$ cat src/rtl/disp_scan_ctrl.sv
// Multiplexed NDIG-digit 7-seg scan with sequential double-dabble (BIN_W cycles busy), frame-boundary commit.
// No backpressure: value_load is accepted only while busy=0 and is dropped otherwise.
module disp_scan_ctrl #(
    parameter int NDIG        = 4,
    parameter int BIN_W       = 14,
    parameter int REFRESH_DIV = 50000
) (
    input  logic             clk,
    input  logic             rst,
    input  logic [BIN_W-1:0] value_in,
    input  logic             value_load,
    output logic             busy,
    output logic [3:0]       digit_num,
    output logic [NDIG-1:0]  an,
    output logic             ovf
);
    localparam int CW = $clog2(REFRESH_DIV);
    localparam int IW = $clog2(NDIG);
    localparam int KW = $clog2(BIN_W + 1);
    localparam int DW = 4 * NDIG;
    localparam int BW = 4 * (NDIG + 1);

    logic [CW-1:0]    r_ref_cnt;
    logic [IW-1:0]    r_idx;
    logic [DW-1:0]    r_disp;
    logic             r_ovf;
    logic [DW-1:0]    r_pend;
    logic             r_pend_ovf;
    logic             r_pend_vld;
    logic             r_busy;
    logic [BIN_W-1:0] r_shift;
    logic [BW-1:0]    r_bcd;
    logic [KW-1:0]    r_cnt;
    logic             r_sat;

    logic             w_tick;
    logic             w_frame;
    logic             w_done;
    logic             w_too_big;
    logic [BW-1:0]    w_bcd_adj;
    logic [BW-1:0]    w_bcd_next;
    logic [NDIG-1:0]  w_blank;
    logic             w_hi_zero;

    assign w_tick  = (r_ref_cnt == CW'(REFRESH_DIV - 1));
    assign w_frame = w_tick && (r_idx == IW'(NDIG - 1));

    always_ff @(posedge clk or posedge rst) begin
        if (rst) begin
            r_ref_cnt <= '0;
            r_idx     <= '0;
        end else if (w_tick) begin
            r_ref_cnt <= '0;
            r_idx     <= (r_idx == IW'(NDIG - 1)) ? '0 : r_idx + IW'(1);
        end else begin
            r_ref_cnt <= r_ref_cnt + CW'(1);
        end
    end

    always_comb begin
        w_bcd_adj = r_bcd;
        for (int i = 0; i < NDIG + 1; i++) begin
            if (r_bcd[i*4 +: 4] >= 4'd5) begin
                w_bcd_adj[i*4 +: 4] = r_bcd[i*4 +: 4] + 4'd3;
            end
        end
    end

    assign w_bcd_next = {w_bcd_adj[BW-2:0], r_shift[BIN_W-1]};
    assign w_done     = r_busy && (r_cnt == KW'(1));
    // r_sat catches bits lost off the top digit when BIN_W exceeds NDIG+1 decimal digits
    assign w_too_big  = (w_bcd_next[BW-1 -: 4] != 4'd0) || r_sat || w_bcd_adj[BW-1];

    always_ff @(posedge clk or posedge rst) begin
        if (rst) begin
            r_busy  <= 1'b0;
            r_shift <= '0;
            r_bcd   <= '0;
            r_cnt   <= '0;
            r_sat   <= 1'b0;
        end else if (!r_busy && value_load) begin
            r_busy  <= 1'b1;
            r_shift <= value_in;
            r_bcd   <= '0;
            r_cnt   <= KW'(BIN_W);
            r_sat   <= 1'b0;
        end else if (r_busy) begin
            r_bcd   <= w_bcd_next;
            r_shift <= {r_shift[BIN_W-2:0], 1'b0};
            r_cnt   <= r_cnt - KW'(1);
            r_sat   <= r_sat | w_bcd_adj[BW-1];
            if (r_cnt == KW'(1)) begin
                r_busy <= 1'b0;
            end
        end
    end

    // A completion landing on the boundary edge sets pend_vld after the commit sampled it.
    always_ff @(posedge clk or posedge rst) begin
        if (rst) begin
            r_disp     <= '0;
            r_ovf      <= 1'b0;
            r_pend     <= '0;
            r_pend_ovf <= 1'b0;
            r_pend_vld <= 1'b0;
        end else begin
            if (w_frame && r_pend_vld) begin
                r_disp     <= r_pend;
                r_ovf      <= r_pend_ovf;
                r_pend_vld <= 1'b0;
            end
            if (w_done) begin
                r_pend_vld <= 1'b1;
                if (w_too_big) begin
                    r_pend     <= {NDIG{4'h9}};
                    r_pend_ovf <= 1'b1;
                end else begin
                    r_pend     <= w_bcd_next[DW-1:0];
                    r_pend_ovf <= 1'b0;
                end
            end
        end
    end

    always_comb begin
        w_blank   = '0;
        w_hi_zero = 1'b1;
        for (int i = NDIG - 1; i >= 1; i--) begin
            w_hi_zero  = w_hi_zero && (r_disp[i*4 +: 4] == 4'd0);
            w_blank[i] = w_hi_zero;
        end
    end

    always_comb begin
        an = '1;
        if (!w_blank[r_idx]) begin
            an[r_idx] = 1'b0;
        end
    end

    assign digit_num = r_disp[{r_idx, 2'b00} +: 4];
    assign busy      = r_busy;
    assign ovf       = r_ovf;

endmodule

$ cat config.mk
export PLATFORM = sky130hd
export DESIGN_NAME = disp_scan_ctrl
export DESIGN_NICKNAME = d
export VERILOG_FILES = /design/src/rtl/disp_scan_ctrl.sv
export SDC_FILE = /design/constraint.sdc
export NUM_CORES = 1
export LEC_CHECK = 0
export CORE_UTILIZATION = 50
export DETAILED_ROUTE_END_ITERATION = 10
export PLACE_DENSITY = 0.69
export SLEW_MARGIN = 10
export SYNTH_ARGS = -nofsm -noshare
export SYNTH_HDL_FRONTEND = slang
export SYNTH_SLANG_ARGS = --single-unit
$ cat constraint.sdc
create_clock -name clk -period 7.5 [get_ports clk]
set_input_delay 1.5 -clock clk [delete_from_list [all_inputs] [get_ports clk]]
set_output_delay 1.5 -clock clk [all_outputs]
set_load 0.02 [all_outputs]
-- Word level (Yosys, flattened, before mapping)
Cells that the tools add are included.
- bits in registers: 93
- input bits: 17
- output and inout port bits: 10
- logic and storage cells: 76
- $add $sub $neg: 8
- magnitude comparators: 7
- equality and inequality tests: 3
- shifts and indexed selects: 1
- muxes and demuxes: 27
- bitwise gates (word level): 2
- reduce and logical (&&, ||, !) cells: 16
- operators by type and width (operator ; count):
    20-bit 2-to-1 mux ; 2
    16-bit 2-to-1 mux ; 2
    4-bit 2-to-1 mux ; 8
    14-bit 2-to-1 mux ; 2
    4-bit by 2-bit adder with 4-bit output, second input constant ; 5
    4-bit by 3-bit >= comparator with 1-bit output, second input constant ; 5
    16-bit by 1-bit adder with 16-bit output, second input constant ; 1
    16-bit equality test, second input constant ; 1
    16-bit by 5-bit variable part select with 4-bit output ; 1
    4-bit logical NOT ; 3
    1-bit 2-to-1 mux ; 10
    1-bit logical AND ; 7
    4-bit by 1-bit equality test with 1-bit output, second input constant ; 1
    4-bit inverter ; 1
    2-bit nonzero test ; 2
    4-bit nonzero test ; 1
    4-bit by 1-bit subtractor with 4-bit output, second input constant ; 1
    2-bit by 3-bit less-than comparator with 1-bit output, second input constant ; 1
    2-bit by 1-bit adder with 2-bit output, second input constant ; 1
    1-bit binary-select mux with 2-bit select ; 1
    1-bit demux with 2-bit select ; 1
    2-bit equality test, second input constant ; 1
    2-bit by 1-bit >= comparator with 1-bit output, second input constant ; 1
    1-bit logical OR ; 2
    3 further kinds ; 3

-- Longest topological paths before layout
Gate-level depths: netlist of run 1.
- depth after elaboration: 6
- mapped depth: 8

-- Least setup slack after synthesis of run 1
No wires, ideal clock.
- path kind: register to output
- start point: register r_disp[13]
- end point: output port an[1]
- arrival: 1368 ps
- data required time: 6000 ps
- slack: 4632 ps
- cell stages (with the launch flop): 4
- cells stage by stage: dfrtp_1 or4_1 or3_1 nand2_1
- cells in the longest elaborated chain, start to end: 6
- RTL lines (what ; RTL line ; source):
    from (decl) ; 25 ; logic [DW-1:0] r_disp;
    from (signal assigned) ; 108 ; r_disp <= r_pend;
    4-bit logical NOT (*) ; 129 ; w_hi_zero = w_hi_zero && (r_disp[i*4 +: 4] == 4'd0);
    1-bit logical AND (2 in series) ; 129 ;
    1-bit binary-select mux with 2-bit select (*) ; 136 ; if (!w_blank[r_idx]) begin
    1-bit 2-to-1 mux (not written as such) (*) ; 136 ;
    4-bit 2-to-1 mux (*) ; 136 ;
    to (decl) ; 14 ; output logic [NDIG-1:0] an,
Mark *: on every way between the ends. The rest lies on a longest branch, timed or not. The select of a mux whose other input is x is not followed.

-- Worst setup path in the final report of run 1
- start point: register r_disp[13]
- end point: output port an[3]
The elaborated chain is that of the path after synthesis.

==> results of run 1 <==
## layout make-up
cell class,count,area (sq um),area share (%)
inverters,22,83.8,1.64
clock buffers,11,141,2.77
well taps,108,135,2.65
multi-input cells,285,2080,40.7
flip-flops and latches,93,2330,45.6
clock inverters,5,42.5,0.833
repair buffers,31,298,5.83
## sequential cells by signal, summed over array words and instances (netlist names)
signal	cells
r_bcd	20
r_cnt	4
busy	1
r_shift	14
r_disp	16
ovf	1
r_pend	16
r_ref_cnt	16
r_idx	2
r_pend_ovf	1
r_pend_vld	1
r_sat	1
## critical path, delay by kind of cell (launching register included)
family | cells | cell delay [ps]
buf+inv | 1 | 600
flops | 1 | 390
simple gates | 3 | 930
## cells by family (layout without fill, tap and decap cells)
family	count (synthesis)	in the layout
and+or+nand+nor	117	117
DFF	93	93
AOI/OAI and AO/OA	91	91
buffers and inverters	45	69
muxes	42	42
xor gates and xnor gates	18	18
adders and majority gates	17	17
## where the power goes
group	total, W	internal [W]	switching, W
clock	0.000315	0.000133	0.000182
combinational	0.000571	0.000264	0.000307
sequential	0.000737	0.000623	0.000115
## layer usage
metal	vias to the layer above	part of all wire (%)	wire length (microns)
li1	1539	-	-
met1	1564	49	4270
met2	62	46	3970
met3	13	3.2	279
met4	0	1.5	128
met5	-	0	0
## cells in the final DEF, fill, tap and decap left out, drive strengths merged, types with 8 or more instances in the layout
| cell type | synthesis | routed |
|---|---|---|
| inv | 22 | 23 |
| nor2 | 28 | 28 |
| a31oi | 9 | 9 |
| xnor2 | 14 | 14 |
| a32o | 8 | 8 |
| nand2b | 8 | 8 |
| a21o | 15 | 15 |
| nand2 | 26 | 26 |
| mux2i | 21 | 21 |
| mux2 | 17 | 17 |
| ha | 17 | 17 |
| clkdlybuf4s50 | 0 | 26 |
| o21ai | 28 | 28 |
| dfrtp | 93 | 93 |
| a21oi | 19 | 19 |
| clkbuf | 17 | 11 |
| nor3 | 10 | 10 |
| nand3 | 9 | 9 |
## stage by stage
stage	area (sq um)	setup WS, ps
after floorplan	4580	3580
after global placement	4920	4110
after global routing	5110	3620
final	5110	3720
after detailed placement	4920	4100
after CTS	5110	3700
## worst paths after layout
path,slack (ps),cells past startpoint,to,from
setup / recovery,3720,4,an[3],r_disp[13]
max in group asynchronous,4840,3,busy,rst
setup reg to reg,4440,6,r_pend[6],busy
min in group asynchronous,1480,2,r_bcd[16],rst
hold reg to reg,470,1,r_ref_cnt[15],r_ref_cnt[15]
hold / removal,470,1,r_ref_cnt[15],r_ref_cnt[15]
==> metrics.txt, run 1 <==
status=finished with violations; violated checks=DRC; Main synth FF type=dfrtp_1; CTS tree=yes; RSZ-0062 raised after global routing=false; Non-Filler Instances=555; worst vdd ir=209 uV; Die ar.=9550 sq um; async set-reset flop share out of synthesis=100%; hold_ws=475 ps; GRT Max-Usage Layer=met2; M2 GR Usage=31.3%; count of cell types in the netlist=44; initial core utilization=52.0%; Vias/cell=5.73; antenna-violating nets left=0; Chip Height=97.7 microns; Num CTS Buffers=9; post-synthesis sequential area ratio=50.8%; clk_skew=13.7 ps; number of max-cap violations=0; Worst Path Arrival=2280 ps; core area=8810 sq um; CTS root buf=clkbuf_8; row count=34; CP Launch Type=flip-flop; Hold-fix buffers, CTS=0; Final nets=476; met3 usage=3.09%; antenna cells=0; Leakage=2.35 nW; Hold Crit Class=flip-flop to flip-flop; Post-Route Setup TNS=0 ps; Commonest cells post-synth=dfrtp_1 (93), nor2_1 (28), o21ai_0 (28), nand2_1 (26), inv_1 (22); crit-path max FO=3; share of post-route cells with drive strength above 1=10.5%; Avg Inst Size Synth=10.8 sq um; WL final=8.65 mm; largest net degree at the start of global routing=64; crit end category=output pin; gr usage total=20.2%; Placed Instances=539; post-CTS setup repair buffer count=0; post-cts sizing count=0; clock buffer depth=2; DIE WIDTH=97.7 microns; io pins=27; ranking of synthesized cells by area=dfrtp_1 (51%), ha_1 (4.6%), mux2i_1 (4.6%); First DRT Iteration DRCs=145; cell count after synthesis=423; fillers=765; largest family of logic cells by synthesized area=compound AO/OA/AOI/OAI gates; placed wire-length estimate=5.95 mm; M1 GR Usage=28.8%; Final Hold Viols=0; Synth top area share=50.8%; Synth Area in Compound Gates=13.2%; PD cells=318 nW/um^2; total gr overflow=0; part of the cycle the worst path needs=50.4%; Setup Crit Path Kind=flip-flop to output pin; Synth Register Bits=93; vias=3178; Clock transition at path regs=100 ps; antenna violations before repair=0; iteration count of the initial detailed-routing pass=7; Post-Synth XOR/XNOR Area=3.44%; Finished Core Util=58.0%; Finish-stage setup viols=0; post-synthesis adder-cell area fraction=4.64%; CP required=6000 ps; clock latency on the worst-skew pair=360 ps; Peak Freq=265 MHz; vias in the first global route=3141; mux share of post-synthesis cell area=10.7%; Total Power=0.00162 W; Slowest cell on crit path=clkdlybuf4s50_1; count leader, synth=dfrtp_1; CP peak stage delay=600 ps; critical path cell sequence=or4_1, or3_1, nand2_1, clkdlybuf4s50_1; Max-slew headroom=33.2%; Final Max Tran Viols=0; Slew @ Worst Pin=1000 ps; H-tree Lvls=3; Post-Synth Simple-Gate Area=13.2%; CTS sink cnt=93; synthesized area=4580 sq um; number of synthesized flops with an enable pin=0; Port Buffers=26; routed wire length per instance=15.6 microns; global-route wire length before repair=15.3 mm; final period demand of the worst path=3780 ps; routability cong.=0.794; Synthesized Nets=457; Residual DRC=4; Synth Warn #=0; Yosys top cell by area=dfrtp_1; Area growth syn-to-layout=11.5%
(Power assumes the default switching activity.)
==> run 2: changes to the inputs <==
- PLACE_DENSITY: 0.69 -> 0.71
- clock period: 7.5 -> 3.4 ns (I/O delays scaled with it)
==> metrics.txt, run 2 (synthesis results as in run 1) <==
status=finished with violations; violated checks=DRC; crit end category=output pin; Peak Freq=332 MHz; Worst R2R Start=r_bcd[16]; sequential cell area=2330 sq um; M1 GR Usage=26.5%; post-cts sizing count=0; Critical R2R Capture=r_pend[2]; antenna violations before repair=0; Worst setup startpoint=r_disp[13]; Slowest cell on crit path=clkdlybuf4s50_1; Hold Crit Class=flip-flop to flip-flop; crit path capture=an[3]; M2 GR Usage=33.3%; clock latency on the worst-skew pair=360 ps; PD cells=719 nW/um^2; CP top delay family=simple AND/OR/NAND/NOR gates; part of the cycle the worst path needs=88.6%; worst vdd ir=386 uV; Leakage=2.40 nW; Largest register FFs=20; post-CTS setup repair buffer count=0; Stages on worst setup path=4; routability cong.=0.793; antenna-violating nets left=0; placed wire-length estimate=6.07 mm; met3 usage=4.39%; antenna cells=0; CTS sink cnt=93; gr usage total=20.3%; total gr overflow=0; multi-input logic area=2080 sq um; routed wire length per instance=15.5 microns; CTS tree=yes; Die ar.=9550 sq um; final period demand of the worst path=3010 ps; most frequent cells in the layout=dfrtp_1 (92), nor2_1 (28), o21ai_0 (28), nand2_1 (26), clkdlybuf4s50_1 (26); Residual DRC=4; io pins=27; Slew @ Worst Pin=739 ps; largest net degree at the start of global routing=58; Chip Height=97.7 microns; crit-path max FO=3; Cell Int Power=0.00241 W; core area=8810 sq um; CP peak stage delay=610 ps; CTS root buf=clkbuf_8; CP required=2720 ps; fillers=720; global-route wire length before repair=15.3 mm; Post-Route Setup TNS=0 ps; flop2flop setup slack=1150 ps; P_sw=0.00131 W; number of max-cap violations=0; Hold-fix buffers, CTS=0; share of post-route cells with drive strength above 1=11.3%; Clock transition at path regs=90 ps; Reg with most FFs=r_bcd; H-tree Lvls=3; GRT Max-Usage Layer=met2; Reg2Reg Depth=7; Clock Power Share=22.6%; clock buffer depth=2; DIE WIDTH=97.7 microns; Final Max Tran Viols=0; Max-slew headroom=50.7%; Num CTS Buffers=9; WP buf/inv=1; Port Buffers=26; Vias/cell=5.67; Area growth syn-to-layout=13.2%; commonest non-fill, non-tap cell in the layout=dfrtp_1; Worst Path Arrival=2330 ps; switch share=35.2%; Final nets=480; vias in the first global route=3231; initial core utilization=52.0%; vias=3170; CP Launch Type=flip-flop; Setup Crit Path Kind=flip-flop to output pin; WL final=8.69 mm; Final Hold Viols=0; Seq pwr share=43.2%; Comb power frac=34.3%; Finish-stage setup viols=0; hold_ws=482 ps; row count=34; RSZ-0062 raised after global routing=false; First DRT Iteration DRCs=115; critical path cell sequence=or4_1, or3_1, nand2_1, clkdlybuf4s50_1; iteration count of the initial detailed-routing pass=7; clk_skew=11.1 ps
==> run 2: cell count changes in the layout (fill, tap and decap cells not counted), sizes merged <==
cell | before | now
bufinv | 0 | 2
clkinvlp | 1 | 0
clkbuf | 11 | 12
clkinv | 3 | 2
inv | 23 | 22
buf | 5 | 9
==> run 2: power groups by stage <==
stage / Sequential (W) / Clock, W / Combinational (W)
final: 0.00161 / 0.000842 / 0.00128
after global routing: 0.00165 / 0.000908 / 0.00145
after CTS: 0.00161 / 0.000862 / 0.00129
after detailed placement: 0.00163 / 0 / 0.00127
after global placement: 0.00162 / 0 / 0.00122
after floorplan: 0.00154 / 0 / 0.00105
==> run 2: worst min path at each step <==
stage / start / end / slack, ps / cells past startpoint
after floorplan: r_ref_cnt[15] / r_ref_cnt[15] / 440 / 1
after global placement: r_pend_vld / r_pend_vld / 450 / 1
after detailed placement: r_pend_vld / r_pend_vld / 460 / 1
after CTS: r_pend_vld / r_pend_vld / 480 / 1
after global routing: r_ref_cnt[0] / r_ref_cnt[0] / 510 / 1
final: r_pend_vld / r_pend_vld / 480 / 1
==> run 2: routing by layer <==
layer / part of all wire, % / vias up
met1: 46 / 1545
met5: 0 / -
li1: - / 1544
met3: 3.9 / 15
met2: 48 / 66
met4: 2.0 / 0
==> run 2: per-stage QoR <==
step / std cells / area, sq um / utilization (%) / power (W) / setup slack, ps
final: 559 / 5180 / 58.9 / 0.00373 / 388
after global routing: 559 / 5180 / 58.9 / 0.00401 / 273
after CTS: 559 / 5180 / 58.9 / 0.00375 / 363
after detailed placement: 543 / 4950 / 56.2 / 0.00290 / 765
after global placement: 543 / 4950 / 56.2 / 0.00283 / 830
after floorplan: 423 / 4580 / - / 0.00258 / 300
==> run 2: layout make-up <==
cell class	instances	share of cell area (%)
clock inverters	4	1.50
clock buffers	12	2.99
inverters	22	1.62
multi-input cells	285	40.1
well taps	108	2.61
repair buffers	35	6.32
flip-flops and latches	93	44.9
==> patch: new RTL, config.mk and constraints of run 1 <==
Set the parameter `NDIG` to 2 (it was 4).
--- a/src/rtl/disp_scan_ctrl.sv
+++ b/src/rtl/disp_scan_ctrl.sv
@@ -1,7 +1,7 @@
 // Multiplexed NDIG-digit 7-seg scan with sequential double-dabble (BIN_W cycles busy), frame-boundary commit.
 // No backpressure: value_load is accepted only while busy=0 and is dropped otherwise.
 module disp_scan_ctrl #(
-    parameter int NDIG        = 4,
+    parameter int NDIG        = 2,
     parameter int BIN_W       = 14,
     parameter int REFRESH_DIV = 50000
 ) (
Ports: changed (resized an); port bits go from 27 to 25. No check against the original RTL was run, so the function may have changed too.
==> patch against run 1 <==
  * The flow still finishes with violations (DRC)
  * Global-route usage decreased by 1.3 points
  * Sequential cell count decreased by 25
  * Clock power decreased by 12%
  * Routed wire length decreased by 32%
  * First-iteration DRC count decreased by 42%
  * Count of clock-buffer cells in the layout unchanged
  * Non-clock buffer count decreased by 5
  * Sequential power decreased by 26%
  * Power decreased by 26%
  * Design area decreased by 25%
  * Core utilization increased by 1.3 points
  * Area after synthesis decreased by 26%
  * Register-to-register slack improved by 910 ps
  * Worst setup slack improved by 490 ps
  * Largest power group unchanged
==> patch: results (changes against run 1) <==
Worst-Margin Slew 1140 ps (was 1000 ps); xor-xnor portion of the synthesized cell area 4.42% (was 3.44%); Slowest-stage cell, CP dfrtp_1 (was clkdlybuf4s50_1); WL met1 2.98 mm (was 4.27 mm); DRT Wirelength 5.89 mm (was 8.65 mm); RR Endpoint r_pend[7] (was r_pend[6]); Cell Area, Placed 3630 sq um (was 4920 sq um); Fmax 304 MHz (was 265 MHz); Yosys cell types 47 (was 44); hold_ws 479 ps (was 475 ps); post-synthesis mux area share 11.0% (was 10.7%); routed wire length on met3 198 um (was 279 um); CP peak stage delay 540 ps (was 600 ps); nets@finish 358 (was 476); DRC 2 (was 4); syn_nets 337 (was 457); most instantiated cells after synthesis dfrtp_1 (68), nand2_1 (24), nor2_1 (21), o21ai_0 (20), mux2i_1 (19) (was dfrtp_1 (93), nor2_1 (28), o21ai_0 (28), nand2_1 (26), inv_1 (22)); share of cells above drive strength 1 11.0% (was 10.5%); I/O Buffers 24 (was 26); R2R cell count 5 (was 6); failing checks DRC (unchanged); Largest Register r_ref_cnt (was r_bcd); Filler Cell Count 540 (was 765); pre-CTS WS 3950 ps (was 4100 ps); synth top area cells dfrtp_1 (51%), mux2i_1 (5.6%), mux2_4 (4.0%) (was dfrtp_1 (51%), ha_1 (4.6%), mux2i_1 (4.6%)); DR vias/cell 5.47 (was 5.73); Reg clk slew, reported paths 70 ps (was 100 ps); post-synthesis adder-cell area fraction 3.34% (was 4.64%); worst setup path endpoint digit_num[1] (was an[3]); vias 2255 (was 3178); Detailed Route Iter0 Violations 84 (was 145); hpwl dp 3.92 mm (was 5.95 mm); met2 GRT Util 28.0% (was 31.3%); run status complete, but fails checks (unchanged); sequential area share after synthesis 50.5% (was 50.8%); GRT Util Overall 18.9% (was 20.2%); Critical Path AT 1780 ps (was 2280 ps); RePlAce Congestion 0.770 (was 0.794); WL met2 2.60 mm (was 3.97 mm); met1 Use GR 26.5% (was 28.8%); r2r setup slk 5350 ps (was 4440 ps); Placed Cells 398 (was 539); met3 Track Usage GR 3.66% (was 3.09%); critical path fanouts, max 9 (was 3); Worst Skew 10.2 ps (was 13.7 ps); Leakage 1.74 nW (was 2.35 nW)
-- patch: changes by cell type after synthesis, moves of 9 or more --
cell,change
mux2_4,+9
dfrtp_1,-25
mux2_2,-13
clkbuf_1,-9
-- patch: area by class of cell --
| type | count | area [sq um] | share of cell area, % |
|---|---|---|---|
| timing repair buffer | 26 | 255 | 6.71 |
| tap | 77 | 96.3 | 2.53 |
| clock buffer | 11 | 131 | 3.45 |
| inverter | 15 | 56.3 | 1.48 |
| clock inverter | 3 | 40.0 | 1.05 |
| sequential | 68 | 1700 | 44.7 |
| multi-input combinational | 212 | 1530 | 40.1 |
-- patch: power breakdown --
| group | internal [mW] | switching [mW] |
|---|---|---|
| Clock | 0.149 | 0.129 |
| Combinational | 0.172 | 0.203 |
| Sequential | 0.456 | 0.0866 |
| Total | 0.778 | 0.419 |
